$ cat src/rtl/ym3016_serial_tx.sv
// ---------------------------------------------------------------------------
// ym3016_serial_tx
//
// Serialises stereo 16-bit PCM pairs into the YM3016 floating-point serial
// format. Each 32-bit frame holds a left word (bits 0-15) followed by a
// right word (bits 16-31). Each word is sent as 3 zero bits, a 10-bit
// mantissa (LSB first), then a 3-bit exponent (LSB first). The bit clock
// dac_clk is divided down from clk. Data and strobes change only on the
// clk cycle where dac_clk rises, so they are stable at each falling edge.
//
// A one-deep holding register decouples the sample source from the frame
// timing. If no fresh pair is waiting when a frame starts, the last pair is
// sent again and underrun pulses for one clk cycle.
//
// Parameters
//   HALF_PERIOD  clk cycles per dac_clk half-period (2..255)
//
// Ports
//   clk           system clock, rising edge
//   reset_n       asynchronous active-low reset
//   sample_l      left sample, signed two's complement
//   sample_r      right sample, signed two's complement
//   sample_valid  sample pair offered
//   sample_ready  holding register empty (pair will be taken)
//   dac_clk       serial bit clock
//   dac_so        serial data
//   dac_sh1       left-word latch strobe (high during bit 15)
//   dac_sh2       right-word latch strobe (high during bit 31)
//   underrun      one-cycle pulse when a frame repeats the previous pair
// ---------------------------------------------------------------------------
module ym3016_serial_tx #(
  parameter int HALF_PERIOD = 3
) (
  input  logic        clk,
  input  logic        reset_n,
  input  logic [15:0] sample_l,
  input  logic [15:0] sample_r,
  input  logic        sample_valid,
  output logic        sample_ready,
  output logic        dac_clk,
  output logic        dac_so,
  output logic        dac_sh1,
  output logic        dac_sh2,
  output logic        underrun
);

  localparam logic [7:0] DIV_LAST = 8'(HALF_PERIOD - 1);
  localparam logic [4:0] BIT_LEFT_LAST  = 5'd15;
  localparam logic [4:0] BIT_RIGHT_LAST = 5'd31;

  // -------------------------------------------------------------------------
  // Float encoder: pick the smallest exponent (1..7) whose shifted value fits
  // in a signed 10-bit mantissa. The arithmetic shift truncates toward -inf.
  // A 16-bit input shifted by 6 always fits, so exponent 7 is the fallback.
  // -------------------------------------------------------------------------
  function automatic logic [15:0] encode_word(input logic signed [15:0] s);
    logic signed [15:0] shifted;
    logic [9:0]         mant;
    logic [2:0]         expo;
    logic               found;
    mant  = 10'(s >>> 6);
    expo  = 3'd7;
    found = 1'b0;
    for (int k = 0; k < 7; k++) begin
      shifted = s >>> k;
      if (!found && (shifted >= -16'sd512) && (shifted <= 16'sd511)) begin
        mant  = shifted[9:0];
        expo  = 3'(k + 1);
        found = 1'b1;
      end
    end
    // Word is sent LSB first: 3 zero bits, mantissa, exponent.
    return {expo, mant, 3'b000};
  endfunction

  // -------------------------------------------------------------------------
  // Bit-clock divider
  // -------------------------------------------------------------------------
  logic [7:0] div_cnt;
  logic       div_wrap;
  logic       bit_rise;

  assign div_wrap = (div_cnt == DIV_LAST);
  // The cycle in which dac_clk goes 0->1 is the only cycle that advances the
  // serial state.
  assign bit_rise = div_wrap && !dac_clk;

  // NOTE: sequential state is written with non-blocking assignments so every
  // register samples pre-edge values, independent of statement order.
  always_ff @(posedge clk or negedge reset_n) begin
    if (!reset_n) begin
      div_cnt <= 8'd0;
      dac_clk <= 1'b0;
    end else if (div_wrap) begin
      div_cnt <= 8'd0;
      dac_clk <= !dac_clk;
    end else begin
      div_cnt <= div_cnt + 8'd1;
    end
  end

  // -------------------------------------------------------------------------
  // Frame position. Reset parks the index at 31 so the first rise after
  // reset carries bit 0 of a fresh frame.
  // -------------------------------------------------------------------------
  logic [4:0] bit_idx;
  logic [4:0] next_idx;
  logic       frame_load;

  assign next_idx   = bit_idx + 5'd1;
  assign frame_load = bit_rise && (bit_idx == BIT_RIGHT_LAST);

  always_ff @(posedge clk or negedge reset_n) begin
    if (!reset_n) begin
      bit_idx <= BIT_RIGHT_LAST;
    end else if (bit_rise) begin
      bit_idx <= next_idx;
    end
  end

  // -------------------------------------------------------------------------
  // Holding register and last-sent pair
  // -------------------------------------------------------------------------
  logic [15:0] hold_l;
  logic [15:0] hold_r;
  logic        hold_full;
  logic [15:0] last_l;
  logic [15:0] last_r;

  assign sample_ready = !hold_full;

  // Load and capture never collide: capture needs hold_full low, load only
  // consumes the register when hold_full is high. When the register is empty
  // in the load cycle, the frame repeats the last pair and the offered pair
  // is captured for the following frame.
  always_ff @(posedge clk or negedge reset_n) begin
    if (!reset_n) begin
      hold_full <= 1'b0;
      hold_l    <= 16'd0;
      hold_r    <= 16'd0;
    end else if (frame_load && hold_full) begin
      hold_full <= 1'b0;
    end else if (sample_valid && !hold_full) begin
      hold_full <= 1'b1;
      hold_l    <= sample_l;
      hold_r    <= sample_r;
    end
  end

  always_ff @(posedge clk or negedge reset_n) begin
    if (!reset_n) begin
      last_l <= 16'd0;
      last_r <= 16'd0;
    end else if (frame_load && hold_full) begin
      last_l <= hold_l;
      last_r <= hold_r;
    end
  end

  // -------------------------------------------------------------------------
  // Frame encoding: choose the fresh pair if one is waiting, else repeat.
  // -------------------------------------------------------------------------
  logic [15:0] src_l;
  logic [15:0] src_r;
  logic [31:0] new_frame;

  // NOTE: every always_comb output gets a default first, so no path can
  // leave it unassigned and infer a latch.
  always_comb begin
    src_l     = last_l;
    src_r     = last_r;
    if (hold_full) begin
      src_l = hold_l;
      src_r = hold_r;
    end
    new_frame = {encode_word($signed(src_r)), encode_word($signed(src_l))};
  end

  // -------------------------------------------------------------------------
  // Serial shifter and strobes. Bit 0 goes straight to dac_so in the load
  // cycle; the remaining 31 bits wait in the shift register.
  // -------------------------------------------------------------------------
  logic [30:0] shift_reg;

  always_ff @(posedge clk or negedge reset_n) begin
    if (!reset_n) begin
      shift_reg <= 31'd0;
      dac_so    <= 1'b0;
      dac_sh1   <= 1'b0;
      dac_sh2   <= 1'b0;
    end else if (bit_rise) begin
      if (frame_load) begin
        dac_so    <= new_frame[0];
        shift_reg <= new_frame[31:1];
      end else begin
        dac_so    <= shift_reg[0];
        shift_reg <= {1'b0, shift_reg[30:1]};
      end
      dac_sh1 <= (next_idx == BIT_LEFT_LAST);
      dac_sh2 <= (next_idx == BIT_RIGHT_LAST);
    end
  end

  // Registered so the pulse lines up with the bit-0 data it refers to.
  always_ff @(posedge clk or negedge reset_n) begin
    if (!reset_n) begin
      underrun <= 1'b0;
    end else begin
      underrun <= frame_load && !hold_full;
    end
  end

endmodule

$ cat config.mk
export PLATFORM = sky130hd
export DESIGN_NAME = ym3016_serial_tx
export DESIGN_NICKNAME = d
export VERILOG_FILES = /design/src/rtl/ym3016_serial_tx.sv
export SDC_FILE = /design/constraint.sdc
export NUM_CORES = 1
export LEC_CHECK = 0
export ABC_CLOCK_PERIOD_IN_PS = 2800
export BUFFER_PORTS_ARGS = -buffer_cell sky130_fd_sc_hd__clkbuf_2
export CORE_AREA = 2 2 104 157
export CTS_CLUSTER_SIZE = 14
export DETAILED_ROUTE_END_ITERATION = 8
export DIE_AREA = 0 0 106 159
export PLACE_DENSITY = 0.58
export SYNTH_ARGS = -nofsm -noshare
export SYNTH_HDL_FRONTEND = slang
export SYNTH_SLANG_ARGS = --single-unit
$ cat constraint.sdc
create_clock -name clk -period 2.8 [get_ports clk]
set_input_delay 0.42 -clock clk [delete_from_list [all_inputs] [get_ports clk]]
set_output_delay 0.42 -clock clk [all_outputs]
set_load 0.05 [all_outputs]
==> results.yml, run 1 <==
outcome:
  outcome: "finished, final reports clean"
layout:
  antennaDiodeCount: 0
  final_common_cell: "dfrtp_1"
  fill_cells: 1443
  largest_register_ffs: 31
  layoutNonFillerInstCount: 955
  utilization_pct: 52.05
  layout.nets: 780
  drive_above_1_share_pct: 29.12
  fin_area_um2: 8060
  area_delta_synth_final_pct: 17.30
  final_cell_mix: "dfrtp_1, mux2_2, nand2_1"
die:
  row_count: 56
  fp.coreArea_um2: 15480
  io_pins: 41
  die_height_um: 159
  initial_core_util_pct: 44.38
  die_w_um: 106
  die_area_um2: 16850
pwr:
  p_seq_share_pct: 31.3
  swShare_pct: 36.52
  intPower_mw: 4.210
  finalPower_mw: 6.631
  p_sw_mw: 2.421
  p_per_area_nw_per_um2: 822.7
  combPwrFrac_pct: 35.7
  clock_power_share_pct: 33.0
  p_leak_nw: 3.624
  peakVddDrop_uv: 496.4
synthesis:
  synth.net_count: 723
  synth_fa_ha_area_share_pct: 0.9104
  synth_mux_area_share_pct: 19.26
  ys_ff_latch: 114
  synth_edf_count: 0
  synth-xor-area-share_pct: 1.784
  synthFlopType: "dfrtp_1"
  ys_seq_area_share_pct: 41.61
  synth_top_family_by_area: "multiplexers"
  netlist_area_um2: 6872
  synth-simple-area-share_pct: 13.84
  synth-async-reset-ratio_pct: 100.0
  yosysUniqueCellTypes: 70
  postSynthCellCount: 683
  synth.avg_cell_area_um2: 10.06
  yosys_warnings: 0
  synth_compound_area_share_pct: 18.97
global_route:
  grt_util_all_layers_pct: 23.25
  grt_pass1_vias: 5874
  grt.overflow.total: 0
  antenna_found_initial: 0
  grt_pass1_wl_mm: 30.95
  grt_max_degree: 49
critical_path:
  arrival_ns: 2.91
  crit_fanout: 39
  r2r_slack_ns: 0.19
  crit_type: "reg -> reg"
  cp-start-kind: "register"
  endpoint_kind: "register"
  cp.required_ns: 3.10
placement:
  hpwl_mm: 13.91
  io_buffers: 40
  placed_cells: 924
  globalplace.congestion: 0.9314
  placed_cell_area_um2: 7446
clock_network:
  cts_inserted_buffers: 17
  clk_pin_slew_ns: 0.05
  clock_tree.buffer_depth: 2
  htree_levels: 4
  clk_latency_ns: 0.42
  cts_hold_buffers: 0
  cts-root-buf: "clkbuf_16"
  clock-sinks: 114
  tritoncts: "built"
sta:
  setup_viol: 0
  layout_min_cycle_time_ns: 2.614
  skew_ns: 0.01105
  slew_headroom_pct: 53.69
  hold_violations: 0
  report.final.slew_viol_count: 0
  period_share_pct: 93.35
  rsz0062_at_grt: "no"
  worst_pin_slew_ns: 0.6888
  fin_tns_setup_ns: 0
  fmax_ghz: 0.3826
routing:
  vias: 5689
  drt_pass1_iterations: 5
  drt_iter0_markers: 300
  wl_per_cell_um: 19.46
  drtAntennaViolNets: 0
  routed_wl_mm: 18.58
  drc_errors: 0
  via_per_inst: 5.957
worst_hold_path:
  worstHoldPathType: "in -> async"
run:
  drv_cap: 0
-- worst max-delay path, stage by stage, from the launching register on --
cell and delay (ns):
dfrtp_4 0.60, buf_12 0.23, nor4_2 0.50, o21ai_2 0.21, o22a_1 0.31, mux2i_1 0.15
a211o_1 0.31, a21bo_1 0.18
-- routing by layer --
| layer | vias to the layer above | track usage (%) | part of all wire (%) |
|---|---|---|---|
| met1 | 2781 | 29.81 | 43 |
| met4 | 0 | 7.955 | 1.8 |
| li1 | 2712 | - | - |
| met3 | 32 | 4.380 | 4.4 |
| met2 | 164 | 39.27 | 51 |
| met5 | - | 0 | 0 |
-- what timing repair did --
item	4_1_cts	5_1_grt
buffers inserted	0	0
setup endpoints to repair	0	8
gates resized for setup	0	3
-- final cells by class --
class	instances	area, um2	area share (%)
Timing Repair Buffer	78	525.5	6.520
Multi-Input combinational cell	519	3779	46.88
Clock inverter	12	158.9	1.971
Clock buffer	19	442.9	5.495
Inverter	10	37.54	0.4657
Tap cell	203	254.0	3.151
Sequential cell	114	2863	35.52
-- cells in the mapped netlist (3+ instances only) --
cell / instances / area (um2)
dfrtp_1: 109 / 2728
mux2_2: 86 / 968.4
nand2_1: 57 / 214.0
o21ai_0: 45 / 225.2
nor2_1: 44 / 165.2
a21oi_1: 43 / 215.2
mux2i_1: 27 / 270.3
clkbuf_1: 19 / 71.32
and3_1: 18 / 112.6
nand3_1: 13 / 65.06
xnor2_1: 13 / 113.9
a221oi_1: 12 / 105.1
nor3_1: 11 / 55.05
o32ai_1: 11 / 96.34
a211oi_1: 10 / 75.07
buf_2: 10 / 50.05
inv_1: 10 / 37.54
or3_1: 8 / 50.05
a31oi_1: 6 / 37.54
o221ai_1: 6 / 52.55
o22ai_1: 6 / 37.54
buf_4: 5 / 37.54
dfstp_2: 5 / 131.4
ha_1: 5 / 62.56
nand2b_1: 5 / 31.28
nand4_1: 5 / 31.28
nor4_1: 5 / 31.28
o211ai_1: 5 / 37.54
o31ai_1: 5 / 37.54
a21o_1: 4 / 30.03
a22oi_1: 4 / 30.03
a32oi_1: 4 / 35.03
buf_6: 4 / 45.04
mux2i_2: 4 / 55.05
nand4b_1: 4 / 35.03
nor2b_1: 4 / 25.02
o21ai_1: 3 / 15.01
o22a_1: 3 / 26.28
-- through the flow --
step / worst slack [ns] / hold slack, ns
floorplan: 0.5345 / 0.1244
global placement: 0.07478 / 0.4529
detailed placement: 0.07588 / 0.4660
CTS: 0.07309 / 0.05947
global route: 0.04250 / 0.08286
finish: 0.1861 / 0.01943
-- power by group through the flow --
stage	Combinational, mW	Clock, mW	Sequential (mW)
finish	2.37	2.19	2.07
global route	2.57	2.32	2.12
CTS	2.33	2.24	2.07
detailed placement	2.31	0	2.10
global placement	2.31	0	2.09
floorplan	1.63	0	1.98
-- cells by family after synthesis --
| family | Yosys count |
|---|---|
| multiplexers | 119 |
| flip-flops | 114 |
| XOR/XNOR | 14 |
| adder cells (fa/ha/maj) | 5 |
| AO/OA/AOI/OAI | 194 |
| AND/OR/NAND/NOR | 187 |
| buffers and inverters | 50 |
-- path summary, 6_finish.rpt --
kind | from | endpoint | cells after the start
worst max-delay path | hold_full | shift_reg[2] | 7
worst min-delay path | reset_n | shift_reg[23] | 1
worst max register to register | hold_full | shift_reg[2] | 7
worst min register to register | bit_idx[4] | bit_idx[4] | 2
max in group asynchronous | reset_n | bit_idx[0] | 2
min in group clk | sample_l[12] | hold_l[12] | 2
Note: power is estimated with default switching activity, not from simulation.
==> run 2: changes to the inputs <==
- ABC_AREA: unset -> 1
- CORE_AREA: 2 2 104 157 -> 2 2 105 157
- DIE_AREA: 0 0 106 159 -> 0 0 107 159
==> run 2 against run 1 <==
  * Die area rose by 0.94%
  * Critical path depth up 14
  * Highest routed layer unchanged
  * Worst hold slack better by 0.23 ns
  * Critical endpoint is now shift_reg[10]
  * Largest power group is now the clock network
  * Clock skew rose by 0.0072 ns
  * Combinational power shrank 58%
  * Critical path type unchanged
==> results.yml, run 2 <==
placement:
  globalplace.congestion: 0.9693
  hpwl_mm: 12.91
  io_buffers: 40
synthesis:
  yosysUniqueCellTypes: 43
  synth-async-reset-ratio_pct: 100.0
  synthFlopType: "dfrtp_1"
  synth.area.top_cells: "dfrtp_1, nand2_1, o21ai_0, a21oi_1, inv_1"
  synth_common_cells: "nand2_1, dfrtp_1, inv_1"
  synth.net_count: 1020
  postSynthCellCount: 980
  synth.top_cell.area_share_pct: 39.54
  ys_seq_area_share_pct: 41.44
  synth_largest_area_cell: "dfrtp_1"
  netlist_area_um2: 6899
  synth.avg_cell_area_um2: 7.040
  ys_ff_latch: 114
  synth_edf_count: 0
  yosys_warnings: 0
  synth.most_common_cell: "nand2_1"
run:
  drv_cap: 0
sta:
  layout_min_cycle_time_ns: 2.532
  fin_tns_setup_ns: 0
  report.final.slew_viol_count: 0
  hold_ws_ns: 0.2482
  fmax_ghz: 0.3949
  period_share_pct: 90.44
  slew_headroom_pct: 56.81
  skew_ns: 0.01826
  worst_pin_slew_ns: 0.6456
  hold_violations: 0
  setup_viol: 0
  rsz0062_at_grt: "no"
clock_network:
  clk_latency_ns: 0.42
  cts_setup_buffers: 0
  clock-sinks: 114
  clk_pin_slew_ns: 0.06
  cts_inserted_buffers: 17
  tritoncts: "built"
  clock_tree.buffer_depth: 2
  cts-root-buf: "clkbuf_16"
  htree_levels: 4
outcome:
  outcome: "finished, final reports clean"
global_route:
  grt_pass1_vias: 6189
  grt_max_degree: 50
  grt.overflow.total: 0
  grt_pass1_wl_mm: 29.95
  grt_util_all_layers_pct: 21.67
  antenna_found_initial: 0
layout:
  area_delta_synth_final_pct: 15.14
  final_cell_mix: "nand2_1, dfrtp_1, inv_1"
  layout.nets: 1067
  fill_cells: 1589
  final_common_cell: "nand2_1"
  drive_above_1_share_pct: 15.10
  largest_register_ffs: 31
  antennaDiodeCount: 0
routing:
  vias: 6370
  via_per_inst: 5.125
  routed_wl_mm: 17.68
  drt_iter0_markers: 375
  drc_errors: 0
  wl_per_cell_um: 14.22
  drtAntennaViolNets: 0
  drt_pass1_iterations: 8
pwr:
  p_per_area_nw_per_um2: 609.5
  peakVddDrop_uv: 345.6
  p_leak_nw: 3.995
critical_path:
  crit_fanout: 16
  cp-start-kind: "register"
  cp.required_ns: 3.14
  arrival_ns: 2.88
  endpoint_kind: "register"
  crit_type: "reg -> reg"
die:
  die_w_um: 107
  fp.coreArea_um2: 15630
  row_count: 56
  die_area_um2: 17010
  io_pins: 41
  die_height_um: 159
  initial_core_util_pct: 44.15
worst_hold_path:
  worstHoldPathType: "in -> reg"
-- run 2: through the flow --
stage	instance area [um2]	util, %	setup slack (ns)	power, mW	cells
finish	7944	50.84	0.2678	4.842	1243
global route	7944	50.84	0.01023	5.101	1243
CTS	7939	50.81	0.1892	4.870	1243
detailed placement	7360	47.10	0.2026	2.745	1210
global placement	7360	47.10	0.1792	2.756	1210
floorplan	6899	-	0.2229	2.456	980
-- run 2: power breakdown --
group / total [mW] / switching [mW] / internal [mW]
Clock: 2.11 / 0.810 / 1.30
Combinational: 1.00 / 0.687 / 0.317
Sequential: 1.73 / 0.0232 / 1.70
Total: 4.84 / 1.52 / 3.32
-- run 2: cells by family after synthesis --
family	after synthesis	share of synthesized area (%)
compound gates	219	17.66
xor+xnor	6	0.7617
fa+ha+maj	5	0.9068
buf+inv	148	8.832
flops	114	41.44
simple gates	488	30.40
-- run 2: layout make-up --
cell class,instances,area [um2],share of cell area [%]
multi-input combinational,718,3436,43.25
sequential,114,2859,35.99
clock buffer,18,429.2,5.402
inverter,112,427.9,5.387
timing repair buffer,64,397.9,5.009
tap,203,254.0,3.197
clock inverter,14,140.1,1.764
-- run 2: final timing paths --
check                             start            end  slack [ns]  cells after the start
hold reg to reg              bit_idx[4]     bit_idx[4]        0.47                      2
setup / recovery              hold_full  shift_reg[10]        0.27                     21
setup reg to reg              hold_full  shift_reg[10]        0.27                     21
min in group asynchronous       reset_n        dac_sh2        0.51                      2
hold / removal             sample_valid      hold_full        0.25                      3
max in group asynchronous       reset_n     last_r[13]        1.51                      3
-- run 2: worst max-delay path: stages (launching register included) --
cell,delay [ns]
dfrtp_1,0.41
inv_4,0.17
buf_4,0.22
nand2_1,0.08
nand2_2,0.17
inv_2,0.09
nor2_1,0.14
nand2_1,0.10
nand2_2,0.10
buf_4,0.20
nand2_1,0.08
nand2_1,0.06
nand2_1,0.07
nand2_1,0.07
nand2_1,0.04
nand2_1,0.07
nand2_1,0.06
nand2_1,0.05
nand2_1,0.04
nand2_1,0.05
nand2_1,0.06
a21oi_2,0.11
-- run 2: timing repair --
item / 4_1_cts / 5_1_grt
gates resized for setup: 0 / 4
setup endpoints to repair: 0 / 5
hold buffers: 1 / 0
hold endpoints to repair: 15 / 0
-- run 2: routing by layer --
layer  GRT usage, %  share of wire, %  routed length, um
met5              0                 0                  0
met4          6.553               1.3                224
met3          3.438               3.2                558
met2          36.19                50               8843
met1          28.82                46               8054
==> run 3: changes to the inputs <==
- ABC_CLOCK_PERIOD_IN_PS: 2800 -> 3050
- clock period: 2.8 -> 3.05 ns (I/O delays scaled with it)
==> run 3 against run 2 <==
  * Worst setup slack better by 0.13 ns
  * Register-to-register slack better by 0.13 ns
  * Fmax down 4.5%
  * Critical path depth down 3
  * Routed wire length down 1.9%
  * Non-clock buffer count down 9
  * First-iteration DRC count up 11%
  * Die area unchanged
  * Via count down 0.83%
  * Sequential share of layout area up 0.36 points
  * Critical path type unchanged
  * Largest power group unchanged
==> results.yml, run 3 (synthesized netlist as in run 2, its figures left out) <==
placement:
  dp_slack_ns: 0.4013
  io_buffers: 40
  hpwl_mm: 12.49
  globalplace.congestion: 1.004
global_route:
  grt_pass1_vias: 6129
  grt.overflow.total: 0
  grt_util_all_layers_pct: 21.79
  grt_pass1_wl_mm: 29.77
  antenna_found_initial: 0
  grt_max_degree: 86
critical_path:
  regToRegStartpoint: "hold_full"
  crit_family: "simple AND/OR/NAND/NOR gates"
  cp-start-kind: "register"
  r2r_slack_ns: 0.40
  r2r-end: "shift_reg[20]"
  crit_buf_inv: 4
  crit_path_frequent_cell: "nand2_1"
  endpoint_kind: "register"
  crit_type: "reg -> reg"
  crit_chain: "inv_2 -> buf_4 -> nand2_1 -> nand2_2 -> inv_1 -> nor2_1 -> nand3_2 -> nand2_4 -> inv_4 -> nand3_4 -> nand2_1 -> nand2_1 -> nand2_1 -> nand3_1 -> nand2_1 -> nand2_1 -> nand2_1 -> a21oi_2"
  r2r_cells: 18
  arrival_ns: 2.99
  cp.required_ns: 3.39
  crit_fanout: 18
  max_stage_delay_ns: 0.41
  crit_path_top_delay_cell: "dfrtp_1"
clock_network:
  cts-root-buf: "clkbuf_16"
  tritoncts: "built"
  clock_tree.buffer_depth: 2
  cts_inserted_buffers: 17
  clk_pin_slew_ns: 0.06
  clock-sinks: 114
  htree_levels: 4
  clk_latency_ns: 0.42
layout:
  final_common_cell: "nand2_1"
  layout.nets: 1058
  largest_register_ffs: 31
  antennaDiodeCount: 0
  final_cell_mix: "nand2_1, dfrtp_1, inv_1"
  drive_above_1_share_pct: 13.80
  area_delta_synth_final_pct: 14.00
routing:
  wl_per_cell_um: 14.07
  maxUsedRoutingLayer: "met4"
  wl_met2_mm: 8.386
  m1WireLength_mm: 7.841
  drtAntennaViolNets: 0
  via_per_inst: 5.127
  drt_pass1_iterations: 5
  met3_length_um: 653
  drt_iter0_markers: 418
  vias: 6317
  routed_wl_mm: 17.34
  drc_errors: 0
pwr:
  p_seq_share_pct: 36.3
  p_leak_nw: 3.950
  p_sw_mw: 1.340
  intPower_mw: 3.029
  clock_power_share_pct: 42.9
  p_per_area_nw_per_um2: 555.5
  swShare_pct: 30.68
  peakVddDrop_uv: 313.3
  combPwrFrac_pct: 20.8
sta:
  hold_ws_ns: 0.2845
  fin_tns_setup_ns: 0
  hold_violations: 0
  setup_viol: 0
  layout_min_cycle_time_ns: 2.650
  layout_setup_ws_ns: 0.3998
  rsz0062_at_grt: "no"
  fmax_ghz: 0.3773
  slew_headroom_pct: 29.83
  skew_ns: 0.008969
  worst_pin_slew_ns: 1.049
  report.final.slew_viol_count: 0
  period_share_pct: 86.89
worst_hold_path:
  worst_hold_path.endpoint: "hold_l[13]"
  holdCritStartpoint: "sample_l[13]"
  worstHoldPathType: "in -> reg"
  worst_hold_path.num_cells: 3
die:
  fp.coreArea_um2: 15630
  die_area_um2: 17010
  die_w_um: 107
  row_count: 56
  initial_core_util_pct: 44.15
  die_height_um: 159
  io_pins: 41
outcome:
  outcome: "finished, final reports clean"
run:
  drv_cap: 0
run 3: cell count changes in the layout (fill, tap and decap cells not counted):
cell,delta
buf_4,-10
clkbuf_1,+2
clkinv_2,-2
buf_12,+1
clkinvlp_4,-1
inv_1,+1
inv_4,-1
inv_6,-1
nor2_1,+1
nor2_2,-1
run 3: layout make-up:
type	instances	area [um2]
fillers	1600	7760
multi-input cells	718	3433
flip-flops and latches	114	2859
clock buffers	20	436.7
inverters	112	425.4
repair buffers	55	342.8
well taps	203	254.0
clock inverters	10	113.9
run 3: routing by layer:
layer / track usage, % / up-vias
li1: - / 3254
met1: 27.96 / 2858
met2: 35.38 / 169
met3: 3.848 / 36
met4: 10.39 / 0
met5: 0 / -
run 3: repair_timing:
item | 4_1_cts | 5_1_grt
setup buffers | 0 | 0
hold endpoints to repair | 24 | 0
hold buffers | 1 | 0
resized for setup | 0 | 0
run 3: tightest hold or removal path, delay by kind of cell:
kind	cells	cell delay [ns]
AO/OA/AOI/OAI	1	0.04
buffers and inverters	1	0.08
AND/OR/NAND/NOR	1	0.09
run 3: worst max path at each step:
stage / from / endpoint / depth (start not counted) / slack (ns)
after detailed placement: hold_full / shift_reg[20] / 18 / 0.40
after global placement: hold_full / shift_reg[9] / 13 / 0.42
after global routing: hold_full / shift_reg[9] / 13 / 0.08
after floorplan: bit_idx[0] / last_r[10] / 13 / 0.47
after CTS: hold_full / shift_reg[20] / 18 / 0.39
final: hold_full / shift_reg[20] / 18 / 0.40
run 3: power by group through the flow:
| stage | combinational (mW) | clock [mW] | sequential, mW |
|---|---|---|---|
| floorplan | 0.648 | 0 | 1.61 |
| global placement | 0.904 | 0 | 1.61 |
| detailed placement | 0.896 | 0 | 1.61 |
| CTS | 0.901 | 1.93 | 1.59 |
| global route | 1.03 | 1.99 | 1.59 |
| finish | 0.908 | 1.87 | 1.59 |
run 3: metrics by stage:
stage	utilization (%)	total power, mW	std cells	area, um2
after floorplan	-	2.255	980	6899
after CTS	50.34	4.412	1232	7865
final	50.34	4.369	1232	7865
after detailed placement	46.75	2.508	1201	7305
after global placement	46.75	2.514	1201	7305
after global routing	50.34	4.613	1232	7865
